===== config.mk =====
export PLATFORM = sky130hd
export DESIGN_NAME = fp_neg2_scale
export DESIGN_NICKNAME = d
export VERILOG_FILES = /design/src/rtl/fp_neg2_scale.sv
export SDC_FILE = /design/constraint.sdc
export NUM_CORES = 1
export LEC_CHECK = 0
export CAP_MARGIN = 20
export CORE_ASPECT_RATIO = 0.5
export CORE_MARGIN = 8
export CORE_UTILIZATION = 48
export DETAILED_ROUTE_END_ITERATION = 8
export PLACE_DENSITY = 0.79
export SYNTH_ARGS = -nofsm -noshare
export SYNTH_HDL_FRONTEND = slang
export SYNTH_SLANG_ARGS = --single-unit

===== constraint.sdc =====
create_clock -name clk -period 2.2 [get_ports clk]
set_clock_uncertainty 0.2 [all_clocks]
set_input_delay 0.22 -clock clk [delete_from_list [all_inputs] [get_ports clk]]
set_output_delay 0.22 -clock clk [all_outputs]
set_load 0.05 [all_outputs]

===== src/rtl/fp_neg2_scale.sv =====
// Streaming fp32 scaler: out = in * -2 (NEGATE=1) or * +2 (NEGATE=0), 2-stage valid/ready pipe.
// Optional FP_NEG2_DENORM_EN: scale denormals exactly; otherwise they flush to signed zero.
module fp_neg2_scale #(
    parameter bit          NEGATE = 1'b1,
    parameter int unsigned TAG_W  = 4
) (
    input  logic             clk,
    input  logic             rst_n,
    input  logic             in_valid,
    output logic             in_ready,
    input  logic [31:0]      in_data,
    input  logic [TAG_W-1:0] in_tag,
    output logic             out_valid,
    input  logic             out_ready,
    output logic [31:0]      out_data,
    output logic [TAG_W-1:0] out_tag,
    output logic             out_ovf,
    output logic             out_nan
);

    typedef enum logic [2:0] {
        CLS_ZERO,
        CLS_DENORM,
        CLS_NORM,
        CLS_OVF,
        CLS_INF,
        CLS_NAN
    } cls_e;

    logic             s1_v_q, s1_v_d;
    logic             s1_s_q, s1_s_d;
    logic [7:0]       s1_e_q, s1_e_d;
    logic [22:0]      s1_m_q, s1_m_d;
    logic [TAG_W-1:0] s1_tag_q, s1_tag_d;
    cls_e             s1_cls_q, s1_cls_d;

    logic             s2_v_q, s2_v_d;
    logic [31:0]      s2_data_q, s2_data_d;
    logic [TAG_W-1:0] s2_tag_q, s2_tag_d;
    logic             s2_ovf_q, s2_ovf_d;
    logic             s2_nan_q, s2_nan_d;

    logic             s2_adv;
    cls_e             in_cls;
    logic [31:0]      res;
    logic [7:0]       e_inc;

    assign s2_adv   = !s2_v_q || out_ready;
    assign in_ready = !s1_v_q || !s2_v_q || out_ready;

    always_comb begin
        in_cls = CLS_NORM;
        if (in_data[30:23] == 8'd0) begin
            in_cls = (in_data[22:0] == '0) ? CLS_ZERO : CLS_DENORM;
        end else if (in_data[30:23] == 8'd255) begin
            in_cls = (in_data[22:0] == '0) ? CLS_INF : CLS_NAN;
        end else if (in_data[30:23] == 8'd254) begin
            in_cls = CLS_OVF;
        end
    end

    assign e_inc = s1_e_q + 8'd1;

    always_comb begin
        res = {s1_s_q, 31'h0};
        unique case (s1_cls_q)
            CLS_ZERO:   res = {s1_s_q, 8'h00, 23'h0};
`ifdef FP_NEG2_DENORM_EN
            // Doubling a denormal is a left shift; the top mantissa bit lands in the exponent LSB.
            CLS_DENORM: res = {s1_s_q, 7'h0, s1_m_q[22], s1_m_q[21:0], 1'b0};
`else
            CLS_DENORM: res = {s1_s_q, 31'h0};
`endif
            CLS_NORM:   res = {s1_s_q, e_inc, s1_m_q};
            CLS_OVF:    res = {s1_s_q, 8'hFF, 23'h0};
            CLS_INF:    res = {s1_s_q, 8'hFF, 23'h0};
            CLS_NAN:    res = {s1_s_q, 8'hFF, s1_m_q | 23'h400000};
            default:    res = {s1_s_q, 31'h0};
        endcase
    end

    always_comb begin
        s1_v_d   = s1_v_q;
        s1_s_d   = s1_s_q;
        s1_e_d   = s1_e_q;
        s1_m_d   = s1_m_q;
        s1_tag_d = s1_tag_q;
        s1_cls_d = s1_cls_q;
        if (in_ready) begin
            s1_v_d = in_valid;
            if (in_valid) begin
                s1_s_d   = in_data[31] ^ NEGATE;
                s1_e_d   = in_data[30:23];
                s1_m_d   = in_data[22:0];
                s1_tag_d = in_tag;
                s1_cls_d = in_cls;
            end
        end

        s2_v_d    = s2_v_q;
        s2_data_d = s2_data_q;
        s2_tag_d  = s2_tag_q;
        s2_ovf_d  = s2_ovf_q;
        s2_nan_d  = s2_nan_q;
        if (s2_adv) begin
            s2_v_d = s1_v_q;
            if (s1_v_q) begin
                s2_data_d = res;
                s2_tag_d  = s1_tag_q;
                s2_ovf_d  = (s1_cls_q == CLS_OVF);
                s2_nan_d  = (s1_cls_q == CLS_NAN);
            end
        end
    end

    always_ff @(posedge clk) begin
        if (!rst_n) begin
            s1_v_q    <= 1'b0;
            s1_s_q    <= 1'b0;
            s1_e_q    <= '0;
            s1_m_q    <= '0;
            s1_tag_q  <= '0;
            s1_cls_q  <= CLS_ZERO;
            s2_v_q    <= 1'b0;
            s2_data_q <= '0;
            s2_tag_q  <= '0;
            s2_ovf_q  <= 1'b0;
            s2_nan_q  <= 1'b0;
        end else begin
            s1_v_q    <= s1_v_d;
            s1_s_q    <= s1_s_d;
            s1_e_q    <= s1_e_d;
            s1_m_q    <= s1_m_d;
            s1_tag_q  <= s1_tag_d;
            s1_cls_q  <= s1_cls_d;
            s2_v_q    <= s2_v_d;
            s2_data_q <= s2_data_d;
            s2_tag_q  <= s2_tag_d;
            s2_ovf_q  <= s2_ovf_d;
            s2_nan_q  <= s2_nan_d;
        end
    end

    assign out_valid = s2_v_q;
    assign out_data  = s2_data_q;
    assign out_tag   = s2_tag_q;
    assign out_ovf   = s2_ovf_q;
    assign out_nan   = s2_nan_q;

endmodule


==> run summary, run 1 <==
Synth cell types - 34
CP max stage delay - 0.83 ns
die height - 71.6 um
CTS Root Cell - clkbuf_16
most common cell in the synthesized netlist - nand2_1
Setup CP Type - flip-flop to output pin
RePlAce Congestion - 0.787
Core ar. - 6030 um^2
Worst-path clk slew - 0.06 ns
Post-synth EDFFs - 0
Post-DP Area - 3900 um^2
syn avg cell area - 8.39 um^2
CTS tree - yes
DR iter-0 viols - 260
Leakage - 1.58 nW
share of layout cells above drive strength 1 - 7.53%
antenna violations before repair - 0
drt wl/cell - 15.3 um
minimum clock period - 1.92 ns
relative slew slack - 58.4%
CP startpoint kind - flip-flop
post-synthesis sequential area ratio - 53.3%
FP Rows - 20
Synth area leader - dfxtp_1
final hold violation count - 0
worst path bufs/invs - 1
Worst-Margin Slew - 0.624 ns
RSZ-0062 raised after global routing - false
pin count of the biggest net entering global routing - 37
worst reg2reg path depth - 5
DRC - 0
area share of the largest cell type after synthesis - 53.3%
Max Fclk - 520 MHz
CP top delay family - buffers and inverters
I/O Buffers - 79
DIE AREA - 9110 um^2
CP max-delay cell - clkdlybuf4s50_1
gr usage total - 18.2%
Area Growth Syn to Fin - 43.1%
PD cells - 849 nW/um^2
Setup Buffers After CTS - 0
final wirelength - 8030 um
Max Slew Vio Count - 0
starting density of the core - 49.2%
clock buffer depth - 2
H-Tree Depth - 3
mapped cell area - 2970 um^2
synth cell count leaders - nand2_1 (93), dfxtp_1 (79), a21oi_1 (53)
max-cap viol count - 0
final setup vio count - 0
Chip Width - 127 um
ys flop type - dfxtp_1
Yosys warnings - 0
Detail Route Antenna Nets - 0
first-pass GRT wire length - 13500 um
outcome - complete, no violations
number of global-route vias before repair - 2861
HP Class - primary input to flip-flop
WP depth - 1
Setup crit end kind - output pin
Skew-Pair Late Insertion Delay - 0.33 ns
clock sink count - 79
arrival time of the worst setup path - 1.50 ns
Detail Placement HPWL - 5580 um
VDD IR max - 0.453 mV
Post-Syn Instances - 354
synth top area cells - dfxtp_1 (53%), nand2_1 (12%), a21oi_1 (8.9%)
Initial DRT Pass Iterations - 4
Ports - 80
data required time of the worst path - 1.78 ns
GR Overflow Total - 0
Final Cell Area - 4250 um^2
Async SR Flop Fraction - 0%
DR vias - 2776
Nets - 474
number of CTS-inserted buffers - 9
ant diodes - 0
Vias/cell - 5.28
crit path max fanout - 2
hold slack - 0.247 ns
worst path cell trace - clkdlybuf4s50_1
Final period util - 87.4%
Worst Hold Depth - 3
post-synth net total - 395
#FFs+latches synth - 79
layer usage:
| metal | part of all wire (%) | track usage, % | wire, um | vias up |
|---|---|---|---|---|
| met2 | 51 | 32.4 | 4100 | 88 |
| met4 | 1.5 | 7.84 | 123 | 0 |
| met5 | 0 | 0 | 0 | - |
| met3 | 6.8 | 6.14 | 548 | 11 |
| met1 | 41 | 19.6 | 3260 | 1307 |
| li1 | - | - | - | 1370 |
power breakdown:
group | internal, W | total, W | switching, W
logic | 0.000159 | 0.000377 | 0.000218
clock network | 0.00114 | 0.00170 | 0.000561
registers | 0.00149 | 0.00153 | 0.0000377
total | 0.00279 | 0.00361 | 0.000816
per-stage QoR:
step | setup WS [ns] | setup TNS (ns) | util (%) | std cells | total power (W)
after floorplan | 0.0835 | 0 | - | 354 | 0.00176
after detailed placement | -0.0971 | -0.218 | 64.6 | 510 | 0.00193
final | 0.278 | 0 | 70.4 | 526 | 0.00361
after global routing | 0.190 | 0 | 70.4 | 526 | 0.00373
after global placement | 0.0327 | 0 | 64.6 | 510 | 0.00192
after CTS | 0.154 | 0 | 70.4 | 526 | 0.00363
kinds of logic (layout without fill, tap and decap cells):
kind of cell    after synthesis  in the layout  share of synthesized area, %
fa+ha+maj                     1              1                         0.421
mux                           1              1                         0.337
flops                        79             79                          53.3
buf+inv                      26            110                          3.79
compound gates               94             94                          19.3
xor+xnor                      6              6                          1.77
simple gates                147            147                          21.2
registers in the layout, summed over array words and instances (netlist names):
name / cells
s1_m_q: 23
s1_s_q: 1
out_nan: 1
out_tag: 4
s1_tag_q: 4
out_valid: 1
out_data: 32
s1_v_q: 1
s1_cls_q: 3
s1_e_q: 8
out_ovf: 1
repair_timing:
| action | 4_1_cts | 5_1_grt |
|---|---|---|
| endpoints found under the setup margin | 0 | 4 |
| gates resized for setup | 0 | 1 |
| hold buffers | 0 | 0 |
placed cells by master (no fill, tap or decap), types with 6 or more instances in the layout:
cell type	n
nand2_1	93
nand3_1	6
a22oi_1	22
clkdlybuf4s50_1	78
clkbuf_16	9
buf_4	8
a21oi_1	52
o21ai_0	10
nor2_1	25
dfxtp_1	78
path summary, 6_finish.rpt:
check,from,endpoint,slack [ns]
max reg2reg,out_valid,s1_m_q[21],0.31
min reg2reg,s1_m_q[18],s1_m_q[18],0.25
min,in_tag[1],s1_tag_q[1],0.25
max,out_ovf,out_ovf,0.28
area by class of cell:
| cell class | count | area (um^2) |
|---|---|---|
| tap | 88 | 110 |
| fill | 474 | 1780 |
| timing repair buffer | 89 | 901 |
| clock buffer | 11 | 243 |
| clock inverter | 5 | 104 |
| multi-input combinational | 249 | 1290 |
| sequential | 79 | 1580 |
| inverter | 5 | 18.8 |
worst reg2reg max path, cell delays in order, from the launching register on:
cell and delay (ns):
dfxtp_2 0.33, nor2b_1 0.20, a21oi_4 0.48, buf_4 0.36, nand2_1 0.10, a21oi_1 0.15
No activity file was read; power rests on OpenSTA's default activity.
==> inputs of run 2 (changes only) <==
==> constraint.sdc (replaced) <==
create_clock -name clk -period 2.1 [get_ports clk]
set_clock_uncertainty 0.2 [all_clocks]
set_input_delay 0.21 -clock clk [delete_from_list [all_inputs] [get_ports clk]]
set_output_delay 0.21 -clock clk [all_outputs]
set_load 0.05 [all_outputs]
==> run summary, run 2 (synthesis results as in run 1) <==
crit path max fanout - 22 (+20)
PD cells - 829 nW/um^2 (-2.3%)
H-Tree Depth - 3 (unchanged)
Vias/cell - 5.29 (+0.16%)
antenna violations before repair - 0 (unchanged)
ant diodes - 0 (unchanged)
Worst-Margin Slew - 0.792 ns (+0.168 ns)
DRC - 0 (unchanged)
Worst-path clk slew - 0.06 ns (about the same)
Nets - 473 (-0.21%)
final wirelength - 7990 um (-0.52%)
data required time of the worst path - 2.15 ns (+0.37 ns)
RSZ-0062 raised after global routing - false
Ports - 80 (unchanged)
gr usage total - 17.5% (-0.75 points)
Setup Buffers After CTS - 0 (unchanged)
number of CTS-inserted buffers - 9 (unchanged)
Core ar. - 6030 um^2 (unchanged)
final setup vio count - 0 (unchanged)
reg2reg setup slack - 0.09 ns (-0.22 ns)
DIE AREA - 9110 um^2 (unchanged)
FP Rows - 20 (unchanged)
drt wl/cell - 15.2 um (-0.14%)
max-cap viol count - 0 (unchanged)
clock buffer depth - 2 (unchanged)
number of global-route vias before repair - 2716 (-5.1%)
max reg flops - 32 (unchanged)
Initial DRT Pass Iterations - 5 (+1)
Area Growth Syn to Fin - 41.8%
Max Slew Vio Count - 0 (unchanged)
final hold violation count - 0 (unchanged)
VDD IR max - 0.463 mV (+2.2%)
Final period util - 95.7%
Setup crit end kind - flip-flop
worst setup margin - 0.0913 ns (-0.187 ns)
starting density of the core - 49.2% (unchanged)
DR vias - 2770 (-0.22%)
I/O Buffers - 79 (unchanged)
CP startpoint kind - flip-flop
Skew-Pair Late Insertion Delay - 0.32 ns (about the same)
DR iter-0 viols - 215 (-17%)
most frequent cells in the layout - nand2_1 (92), clkdlybuf4s50_1 (78), dfxtp_1 (78)
hold slack - 0.241 ns (-0.00596 ns)
minimum clock period - 2.01 ns
outcome - complete, no violations
commonest non-fill, non-tap cell in the layout - nand2_1
Max Fclk - 498 MHz
worst reg2reg path depth - 4 (-1)
pin count of the biggest net entering global routing - 37 (unchanged)
first-pass GRT wire length - 13000 um (-4.0%)
HP Class - primary input to flip-flop
Setup CP Type - flip-flop to flip-flop
die height - 71.6 um (unchanged)
Leakage - 1.56 nW (-1.8%)
CTS Root Cell - clkbuf_16
share of layout cells above drive strength 1 - 7.34% (-0.19 points)
setup TNS - 0 ns (unchanged)
RePlAce Congestion - 0.788 (+0.18%)
Worst Hold Depth - 3 (unchanged)
GR Overflow Total - 0 (unchanged)
CTS tree - yes
relative slew slack - 47.2% (-11 points)
clock sink count - 79 (unchanged)
arrival time of the worst setup path - 2.06 ns (+0.56 ns)
Chip Width - 127 um (unchanged)
Detail Route Antenna Nets - 0 (unchanged)
worst slack, placed - -0.220 ns (-0.123 ns)
hold buffers post-CTS - 0 (unchanged)
post-cts sizing count - 1 (+1)
Finished Core Util - 69.8% (-0.62 points)
Detail Placement HPWL - 5550 um (-0.49%)
## run 2: cell count changes in the layout (fill, tap and decap cells not counted), sizes merged
| cell | before | now |
|---|---|---|
| buf | 11 | 10 |
| bufinv | 3 | 1 |
| clkbuf | 11 | 10 |
| clkinv | 1 | 3 |
| clkinvlp | 0 | 1 |
| inv | 6 | 5 |
## run 2: power by group
group	switching (W)	leakage [nW]	internal, W
combinational	0.000228	0.771	0.000172
clock	0.000574	0.139	0.000915
sequential	0.0000412	0.646	0.00156
## run 2: final timing paths
path,end,start
setup reg to reg,out_data[19],s1_cls_q[2]
setup / recovery,out_data[19],s1_cls_q[2]
hold reg to reg,s1_m_q[7],s1_m_q[7]
hold / removal,s1_tag_q[1],in_tag[1]
## run 2: stage by stage
| step | area, um^2 | power [W] | instances |
|---|---|---|---|
| floorplan | 2970 | 0.00184 | 354 |
| global placement | 3920 | 0.00202 | 509 |
| detailed placement | 3920 | 0.00203 | 509 |
| CTS | 4210 | 0.00351 | 524 |
| global route | 4210 | 0.00362 | 524 |
| finish | 4210 | 0.00349 | 524 |
## run 2: layout make-up
type	count	area (um^2)
clock buffer	10	229
clock inverter	5	60.1
fill	486	1820
inverter	5	18.8
multi-input combinational	249	1290
sequential	79	1580
tap	88	110
timing repair buffer	88	918
## run 2: layer usage
layer  track usage [%]  part of all wire [%]
met1              18.7                    40
met5                 0                     0
met3              5.11                   6.3
met2              32.1                    52
met4              6.93                   1.8
## run 2: critical path, cell delays in order, from the launching register on
cell	delay (ns)
dfxtp_1	0.45
and3b_2	0.25
o211a_1	0.67
a22oi_1	0.19
nor2_1	0.16
==> inputs of run 3 (changes only) <==
--- a/config.mk
+++ b/config.mk
@@ -11,6 +11,7 @@
 export CORE_UTILIZATION = 48
 export DETAILED_ROUTE_END_ITERATION = 8
 export PLACE_DENSITY = 0.79
+export SETUP_SLACK_MARGIN = 0.3
 export SYNTH_ARGS = -nofsm -noshare
 export SYNTH_HDL_FRONTEND = slang
 export SYNTH_SLANG_ARGS = --single-unit
==> run summary, run 3 (synthesis results as in run 1) <==
RSZ-0062 raised after global routing - true
pin count of the biggest net entering global routing - 37 (unchanged)
Detail Route Antenna Nets - 0 (unchanged)
data required time of the worst path - 2.12 ns (-0.03 ns)
P_sw - 0.000847 W (+0.43%)
final setup vio count - 0 (unchanged)
worst path cell trace - nor2b_1 > buf_4 > a21oi_4 > buf_4 > o21ai_0 > o211a_1
clock buffer depth - 2 (unchanged)
Core ar. - 6030 um^2 (unchanged)
Setup crit end kind - flip-flop
DIE AREA - 9110 um^2 (unchanged)
Pint - 0.00277 W (+4.5%)
H-Tree Depth - 3 (unchanged)
final hold violation count - 0 (unchanged)
DR iter-0 viols - 191 (-11%)
hold slack - 0.233 ns (-0.00729 ns)
number of CTS-inserted buffers - 9 (unchanged)
Max Fclk - 591 MHz (+19%)
Setup CP Type - flip-flop to flip-flop
clock sink count - 79 (unchanged)
FP Rows - 20 (unchanged)
CTS Root Cell - clkbuf_16
first-pass GRT wire length - 12900 um (-0.64%)
I/O Buffers - 79 (unchanged)
CP max stage delay - 0.34 ns (-0.33 ns)
Chip Width - 127 um (unchanged)
hold buffers post-CTS - 0 (unchanged)
final wirelength - 7900 um (-1.1%)
worst path bufs/invs - 2 (+2)
CTS tree - yes
GR Overflow Total - 0 (unchanged)
CP max-delay cell - dfxtp_4
Final period util - 80.5% (-15 points)
Seq pwr share - 44.3% (-1.6 points)
most frequent cells in the layout - nand2_1 (92), dfxtp_1 (78), a21oi_1 (52)
max-cap viol count - 0 (unchanged)
Nets - 480 (+1.5%)
power share of the combinational group - 10.9% (-0.5 points)
arrival time of the worst setup path - 1.71 ns (-0.35 ns)
Finished Core Util - 70.1% (+0.33 points)
max reg flops - 32 (unchanged)
most used cell, CP - buf_4
clock power share - 44.8% (+2.1 points)
Vias/cell - 5.24 (-0.93%)
DR vias - 2786 (+0.58%)
Max Slew Vio Count - 0 (unchanged)
die height - 71.6 um (unchanged)
outcome - complete, no violations
Initial DRT Pass Iterations - 4 (-1)
Detail Placement HPWL - 5580 um (+0.58%)
DRC - 0 (unchanged)
crit path max fanout - 9 (-59%)
Leakage - 1.77 nW (+14%)
antenna violations before repair - 0 (unchanged)
Worst-path clk slew - 0.06 ns (about the same)
drt wl/cell - 14.9 um (-2.5%)
share of layout cells above drive strength 1 - 9.01% (+1.7 points)
Worst-Margin Slew - 0.530 ns (-0.262 ns)
Ports - 80 (unchanged)
CP startpoint kind - flip-flop
commonest non-fill, non-tap cell in the layout - nand2_1
relative slew slack - 64.8% (+18 points)
multi-input logic area - 1300 um^2 (+0.97%)
starting density of the core - 49.2% (unchanged)
Skew-Pair Late Insertion Delay - 0.33 ns (about the same)
PD cells - 854 nW/um^2 (+3.0%)
RePlAce Congestion - 0.761 (-3.4%)
Sw Ratio - 23.4% (-0.72 points)
ant diodes - 0 (unchanged)
Area Growth Syn to Fin - 42.5%
VDD IR max - 0.483 mV (+4.4%)
gr usage total - 17.3% (-0.14 points)
HP Class - primary input to flip-flop
number of global-route vias before repair - 2786 (+2.6%)
# fillers - 477 (-1.9%)
minimum clock period - 1.69 ns (-0.318 ns)
CP top delay family - compound AO/OA/AOI/OAI gates
Sequential Area - 1590 um^2 (+0.16%)
-- run 3: changes by cell type in the layout (fill, tap and decap cells not counted), sizes merged --
cell / previous run / this run
bufinv: 1 / 2
clkdlybuf4s50: 78 / 39
clkbuf: 10 / 11
dlygate4sd2: 0 / 39
clkinvlp: 1 / 0
buf: 10 / 17
-- run 3: per-layer routing --
| layer | vias up | part of all wire [%] | GRT usage (%) | wire [um] |
|---|---|---|---|---|
| met5 | - | 0 | 0 | 0 |
| met4 | 0 | 1.3 | 7.06 | 99 |
| met3 | 9 | 5.5 | 5.63 | 434 |
| met2 | 75 | 51 | 30.6 | 4040 |
| met1 | 1315 | 42 | 19.1 | 3320 |
| li1 | 1387 | - | - | - |
-- run 3: power groups by stage --
stage,clock [W],sequential (W),combinational (W)
after floorplan,0,0.00169,0.000157
after global placement,0,0.00163,0.000386
after detailed placement,0,0.00163,0.000395
after CTS,0.00166,0.00160,0.000386
after global routing,0.00173,0.00161,0.000425
final,0.00162,0.00160,0.000394
-- run 3: area by class of cell --
class	instances	area share, %
Clock buffer	11	5.50
Multi-Input combinational cell	249	30.8
Clock inverter	5	1.95
Sequential cell	79	37.5
Tap cell	88	2.60
Inverter	5	0.444
Timing Repair Buffer	95	21.2
-- run 3: worst register-to-register path: stages (launching register included) --
cell	delay [ns]
dfxtp_4	0.34
nor2b_1	0.17
buf_4	0.17
a21oi_4	0.25
buf_4	0.22
o21ai_0	0.10
o211a_1	0.14
-- run 3: final timing paths --
path / start / end / slack, ns / cells after the start
max: out_valid / s1_cls_q[1] / 0.41 / 6
max reg2reg: out_valid / s1_cls_q[1] / 0.41 / 6
min reg2reg: out_tag[3] / out_tag[3] / 0.25 / 2
min: in_tag[0] / s1_tag_q[0] / 0.23 / 3
-- run 3: timing repair --
item                                    CTS  global route
buffers inserted                          0             4
gates resized for setup                  41             2
pin swaps                                 0             1
endpoints found under the setup margin   77            44
-- run 3: metrics by stage --
step                      total power (W)  instance area [um^2]  instances  setup TNS [ns]  setup slack [ns]
after floorplan                   0.00185                  3010        354               0             0.251
after global placement            0.00201                  3920        512               0           0.00641
after detailed placement          0.00203                  3920        512          -0.308            -0.141
after CTS                         0.00364                  4190        528               0             0.264
after global routing              0.00376                  4230        532               0             0.285
final                             0.00361                  4230        532               0             0.409
